--- config.mk ---
export PLATFORM = sky130hd
export DESIGN_NAME = poly_bram_rd_arbiter
export DESIGN_NICKNAME = d
export VERILOG_FILES = /design/src/rtl/kyber_mem_pkg.sv /design/src/rtl/rd_lat_pipe.sv /design/src/rtl/poly_bram_rd_arbiter.sv
export SDC_FILE = /design/constraint.sdc
export NUM_CORES = 1
export LEC_CHECK = 0
export BUFFER_PORTS_ARGS = -buffer_cell sky130_fd_sc_hd__buf_4
export CAP_MARGIN = 20
export CELL_PAD_IN_SITES_DETAIL_PLACEMENT = 0
export CELL_PAD_IN_SITES_GLOBAL_PLACEMENT = 1
export CORE_AREA = 2 2 112 114
export CTS_CLUSTER_DIAMETER = 150
export CTS_CLUSTER_SIZE = 30
export DETAILED_ROUTE_END_ITERATION = 10
export DIE_AREA = 0 0 114 116
export PLACE_DENSITY = 0.77
export SLEW_MARGIN = 0
export SYNTH_ARGS = -nofsm -noshare
export SYNTH_HDL_FRONTEND = slang
export SYNTH_SLANG_ARGS = --single-unit
--- constraint.sdc ---
create_clock -name clk -period 2.8 [get_ports clk]
set_clock_uncertainty 0.05 [all_clocks]
set_input_delay 0.42 -clock clk [delete_from_list [all_inputs] [get_ports clk]]
set_output_delay 0.42 -clock clk [all_outputs]
set_load 0.05 [all_outputs]
--- src/rtl/kyber_mem_pkg.sv ---
// Shared constants and types for the Kyber512 INTT-output memory path.
//   ADDR_W    : BRAM word-address width (addresses wrap modulo 2^ADDR_W)
//   DATA_W    : BRAM word width (8 x 16-bit coefficients)
//   BURST_LEN : words per read burst (one polynomial segment)
//   arb_state_e : read-port arbiter states
package kyber_mem_pkg;

  localparam int unsigned ADDR_W    = 7;
  localparam int unsigned DATA_W    = 128;
  localparam int unsigned BURST_LEN = 32;

  typedef enum logic [1:0] {
    IDLE,
    BURST,
    DRAIN
  } arb_state_e;

endpackage

--- src/rtl/rd_lat_pipe.sv ---
// Delays the per-requester read-valid by the BRAM read latency.
//   clk, rst         : clock, asynchronous active-high reset
//   ren, owner       : read enable issued this cycle and the requester it belongs to
//   rvalid0, rvalid1 : registered valid strobes, RD_LAT cycles after ren
module rd_lat_pipe #(
  parameter int unsigned RD_LAT = 1
) (
  input  logic clk,
  input  logic rst,
  input  logic ren,
  input  logic owner,
  output logic rvalid0,
  output logic rvalid1
);

  // {ren, owner} is carried pre-decoded as one valid bit per requester so
  // the outputs come straight from flops.
  logic [RD_LAT-1:0] v0_q;
  logic [RD_LAT-1:0] v1_q;

  always_ff @(posedge clk or posedge rst) begin
    if (rst) begin
      v0_q <= '0;
      v1_q <= '0;
    end else begin
      v0_q[0] <= ren & ~owner;
      v1_q[0] <= ren & owner;
      for (int unsigned i = 1; i < RD_LAT; i++) begin
        v0_q[i] <= v0_q[i-1];
        v1_q[i] <= v1_q[i-1];
      end
    end
  end

  assign rvalid0 = v0_q[RD_LAT-1];
  assign rvalid1 = v1_q[RD_LAT-1];

endmodule

--- src/rtl/poly_bram_rd_arbiter.sv ---
// Round-robin arbiter sharing the INTT output BRAM read port between the
// polynomial subtract stage (requester 0) and compress/encode stage (1).
//   clk, rst             : clock, asynchronous active-high reset
//   req0/1, base0/1      : level burst request and start address (sampled at grant)
//   gnt0/1               : owner indication, grant cycle through done cycle
//   bram_ren, bram_rad   : BRAM read enable / address
//   bram_rdata, rdata    : BRAM read data, passed through to both requesters
//   rvalid0/1            : rdata valid for that requester this cycle
//   done0/1              : one-cycle pulse with the burst's last rvalid
module poly_bram_rd_arbiter #(
  parameter int unsigned ADDR_W    = kyber_mem_pkg::ADDR_W,
  parameter int unsigned DATA_W    = kyber_mem_pkg::DATA_W,
  parameter int unsigned BURST_LEN = kyber_mem_pkg::BURST_LEN,
  parameter int unsigned RD_LAT    = 1
) (
  input  logic              clk,
  input  logic              rst,
  input  logic              req0,
  input  logic              req1,
  input  logic [ADDR_W-1:0] base0,
  input  logic [ADDR_W-1:0] base1,
  output logic              gnt0,
  output logic              gnt1,
  output logic              bram_ren,
  output logic [ADDR_W-1:0] bram_rad,
  input  logic [DATA_W-1:0] bram_rdata,
  output logic [DATA_W-1:0] rdata,
  output logic              rvalid0,
  output logic              rvalid1,
  output logic              done0,
  output logic              done1
);
  import kyber_mem_pkg::*;

  localparam int unsigned CNT_W = (BURST_LEN > 1) ? $clog2(BURST_LEN) : 1;
  localparam logic [CNT_W-1:0] LAST_BEAT  = CNT_W'(BURST_LEN - 1);
  localparam logic [CNT_W-1:0] DRAIN_LAST = CNT_W'(RD_LAT - 1);
  localparam logic [CNT_W-1:0] DONE_AT    = CNT_W'((RD_LAT > 1) ? RD_LAT - 2 : 0);

  arb_state_e        state_q, state_d;
  logic [CNT_W-1:0]  cnt_q, cnt_d;
  logic [ADDR_W-1:0] ptr_q, ptr_d;
  logic              owner_q, owner_d;  // current owner, doubles as last owner
  logic              gnt0_q, gnt0_d, gnt1_q, gnt1_d;
  logic              done0_q, done0_d, done1_q, done1_d;
  logic              done_fire;

  always_ff @(posedge clk or posedge rst) begin
    if (rst) begin
      state_q <= IDLE;
      cnt_q   <= '0;
      ptr_q   <= '0;
      owner_q <= 1'b1;
      gnt0_q  <= 1'b0;
      gnt1_q  <= 1'b0;
      done0_q <= 1'b0;
      done1_q <= 1'b0;
    end else begin
      state_q <= state_d;
      cnt_q   <= cnt_d;
      ptr_q   <= ptr_d;
      owner_q <= owner_d;
      gnt0_q  <= gnt0_d;
      gnt1_q  <= gnt1_d;
      done0_q <= done0_d;
      done1_q <= done1_d;
    end
  end

  always_comb begin
    state_d   = state_q;
    cnt_d     = cnt_q;
    ptr_d     = ptr_q;
    owner_d   = owner_q;
    done_fire = 1'b0;
    unique case (state_q)
      IDLE: begin
        if (req0 | req1) begin
          // Tie goes to whoever did not own last; a lone requester always wins.
          owner_d = (req0 & req1) ? ~owner_q : req1;
          ptr_d   = owner_d ? base1 : base0;
          cnt_d   = '0;
          state_d = BURST;
        end
      end
      BURST: begin
        ptr_d = ptr_q + ADDR_W'(1);
        if (cnt_q == LAST_BEAT) begin
          cnt_d     = '0;
          state_d   = DRAIN;
          // Done is registered, so it is set one cycle ahead of the last
          // DRAIN cycle; with a single-cycle drain that is this edge.
          done_fire = (RD_LAT == 1);
        end else begin
          cnt_d = cnt_q + CNT_W'(1);
        end
      end
      DRAIN: begin
        if (cnt_q == DRAIN_LAST) begin
          cnt_d   = '0;
          state_d = IDLE;
        end else begin
          cnt_d     = cnt_q + CNT_W'(1);
          done_fire = (cnt_q == DONE_AT);
        end
      end
      default: state_d = IDLE;
    endcase
    gnt0_d  = (state_d != IDLE) & ~owner_d;
    gnt1_d  = (state_d != IDLE) & owner_d;
    done0_d = done_fire & ~owner_q;
    done1_d = done_fire & owner_q;
  end

  assign bram_ren = (state_q == BURST);
  assign bram_rad = ptr_q;
  assign rdata    = bram_rdata;
  assign gnt0     = gnt0_q;
  assign gnt1     = gnt1_q;
  assign done0    = done0_q;
  assign done1    = done1_q;

  rd_lat_pipe #(
    .RD_LAT(RD_LAT)
  ) u_rd_lat_pipe (
    .clk    (clk),
    .rst    (rst),
    .ren    (bram_ren),
    .owner  (owner_q),
    .rvalid0(rvalid0),
    .rvalid1(rvalid1)
  );

endmodule
==> impl_metrics.csv <==
group,metric,value,unit
run_status,status,"completed",
sta,slew_headroom,46.7,%
power_and_ir_drop,leakagePower,0.749,nW
layout,regArea,527,sq um
layout,drive_above_1_share,26.3,%
grt,grt_pass1_vias,1143,
cts,cts.reportedPaths.clkPinSlew,0.06,ns
cts,insertion_delay,0.25,ns
critical_path,slowest_stage,"ha_1",
critical_path,path_buf_inv,1,
synthesis,synth_seq_cells,21,
floorplan,dieWidth,114,um
power_and_ir_drop,swShare,47.8,%
layout,n_antenna_cell,0,
grt,antenna_found_initial,0,
synthesis,yosysMostFrequentCell,"buf_4",
placement,hpwl,4340,um
placement,port_buffers,31,
synthesis,synth.area.top_cells,"buf_4, dfrtp_1, ha_1",
grt,grt_max_degree,22,
layout,multiInputGateArea,644,sq um
synthesis,synth_fp_nets,409,
critical_path,crit_required,2.89,ns
sta,finalSetupViolations,0,
power_and_ir_drop,vdd_drop_max,250,uV
synthesis,syn-mean-instance-area,8.58,sq um
sta,hold_viol,0,
synthesis,synth_edf_count,0,
cts,post_cts_resized,0,
critical_path,rrSetupSlack,0.77,ns
power_and_ir_drop,p_int,0.955,mW
sta,fmax,494,MHz
synthesis,yosys_warnings,0,
synthesis,post-synth-top-area-cell,"buf_4",
drt,routedWlPerCell,16.4,um
critical_path,worstSetupStartpointType,"register",
power_and_ir_drop,pwr-share-seq,29.7,%
layout,area_growth,-21.9,%
critical_path,worstPathMaxFanout,16,
critical_path,end_kind,"register",
floorplan,io_pins,288,
critical_path,crit_arrival,2.11,ns
synthesis,seq_area_frac_synth,24.1,%
critical_path,cp_top_family,"simple AND/OR/NAND/NOR gates",
drt,wl,5040,um
sta,worst_pin_slew,0.798,ns
worst_hold_path,hp-class,"input pin to asynchronous set/reset pin",
placement,routabilityCongestion,0.762,
layout,final_util,14.3,%
sta,rsz0062_at_grt,"false",
drt,drt_iter0_markers,43,
floorplan,placeableCoreArea,11900,sq um
floorplan,row_count,40,
power_and_ir_drop,pwr_density_cell,1070,nW/um^2
cts,htreeDepth,1,
drt,vias,1213,
synthesis,async_reset_ff_share,100,%
floorplan,dieArea,13200,sq um
sta,post-route-min-period,2.03,ns
cts,cts.sinks,21,
critical_path,path_class,"register to register",
run,cap_violations,0,
cts,holdBufCountCts,0,
cts,post-cts-setup-buffer-count,0,
cts,cts_made_buffers,3,
drt,ant_nets,0,
synthesis,syn_inst,255,
grt,grtUsageTotal,7.16,%
power_and_ir_drop,p_comb_share,54.0,%
grt,grt-ovfl-total,0,
sta,drv_slew,0,
synthesis,synthTopCellsByCount,"buf_4, dfrtp_1, inv_1, nand2_1",
synthesis,syn-cell-area,2190,sq um
sta,tns,0,ns
grt,grt_pass1_wl,7180,um
drt,viasPerCell,3.95,
sta,period_share,72.3,%
layout,nFillCells,1352,
synthesis,ys_types,38,
layout,nNetsFinal,315,
power_and_ir_drop,clockPowerShare,16.3,%
cts,root_buffer,"clkbuf_16",
floorplan,start_util,18.4,%
critical_path,max_stage_delay,0.46,ns
critical_path,crit_chain,"inv_1 -> ha_1 -> nor2_1 -> or3_1 -> o221a_1",
synthesis,synth_top_area_share,43.9,%
floorplan,dieHeight,116,um
drt,drc_errors,0,
cts,cts_tree,"built",
drt,first_pass_iters,4,
cts,clock_path_buffers,2,
power_and_ir_drop,switchingPower,0.874,mW
synthesis,synth_flop_cell,"dfrtp_1",
## worst register-to-register path, stage by stage, from the launching register on
cell	delay [ns]
dfrtp_1	0.40
inv_1	0.09
ha_1	0.46
nor2_1	0.20
or3_1	0.45
o221a_1	0.26
## cell usage in the layout (no fill, tap or decap), types with 3 or more instances in the layout
master     synthesis  layout
a21oi_1            6       6
nor2b_1            3       3
nor3_1             5       5
a2bb2oi_1          3       3
a211oi_1           3       3
buf_4            128      31
nor2_1            10      10
mux2i_1            4       4
nand2_1           11      11
nand3_1            4       4
dfrtp_1           20      20
o21ai_0           10      10
inv_1             11      11
ha_1               8       8
clkbuf_16          0       3
## cell type report
class	count	area share (%)
Inverter	11	2.42
Timing Repair Buffer	31	13.6
Tap cell	147	10.8
Clock buffer	3	4.39
Multi-Input combinational cell	93	37.7
Clock inverter	1	0.293
Sequential cell	21	30.8
## metrics by stage
stage	total power [mW]	hold WS, ns	worst slack (ns)	area [sq um]	instances
2_1_floorplan	1.75	0.346	0.755	2190	255
4_1_cts	1.85	0.309	0.769	1710	307
3_5_place_dp	1.55	0.466	0.781	1630	303
6_report	1.83	0.275	0.775	1710	307
5_1_grt	1.96	0.352	0.627	1710	307
3_3_place_gp	1.53	0.467	0.856	1630	303
## flip-flops by register name (all words and copies together), names as in the netlist
register / flops
done1: 1
u_rd_lat_pipe.rvalid0: 1
gnt0: 1
u_rd_lat_pipe.rvalid1: 1
state_q: 2
bram_rad: 7
owner_q: 1
cnt_q: 5
gnt1: 1
done0: 1
## logic make-up (layout without fill, tap and decap cells)
kind of cell,count (synthesis),after routing,share of synthesized area [%]
AND/OR/NAND/NOR,43,43,10.5
adder cells (fa/ha/maj),8,8,4.57
AO/OA/AOI/OAI,36,36,11.6
buffers and inverters,141,46,46.5
multiplexers,6,6,2.86
flip-flops,21,21,24.1
## power groups by stage
stage	Clock (mW)	Combinational (mW)	Sequential [mW]
finish	0.298	0.987	0.544
global route	0.325	1.07	0.564
CTS	0.310	0.994	0.547
detailed placement	0	0.997	0.548
global placement	0	0.978	0.549
floorplan	0	0.973	0.782
## routing by layer
metal | part of all wire [%] | global-route usage, %
met5 | 0 | 0
met3 | 17 | 4.81
met4 | 5.1 | 4.88
met2 | 50 | 12.2
met1 | 28 | 6.04
## path summary, 6_finish.rpt
check                           start          end  depth (start not counted)
hold / removal                    rst        done0                          2
setup reg to reg           state_q[1]  bram_rad[2]                          5
max in group asynchronous         rst     cnt_q[1]                          2
min in group clk                 req0      owner_q                          2
setup / recovery           state_q[1]  bram_rad[2]                          5
hold reg to reg              cnt_q[4]     cnt_q[4]                          2
(Power assumes the default switching activity.)
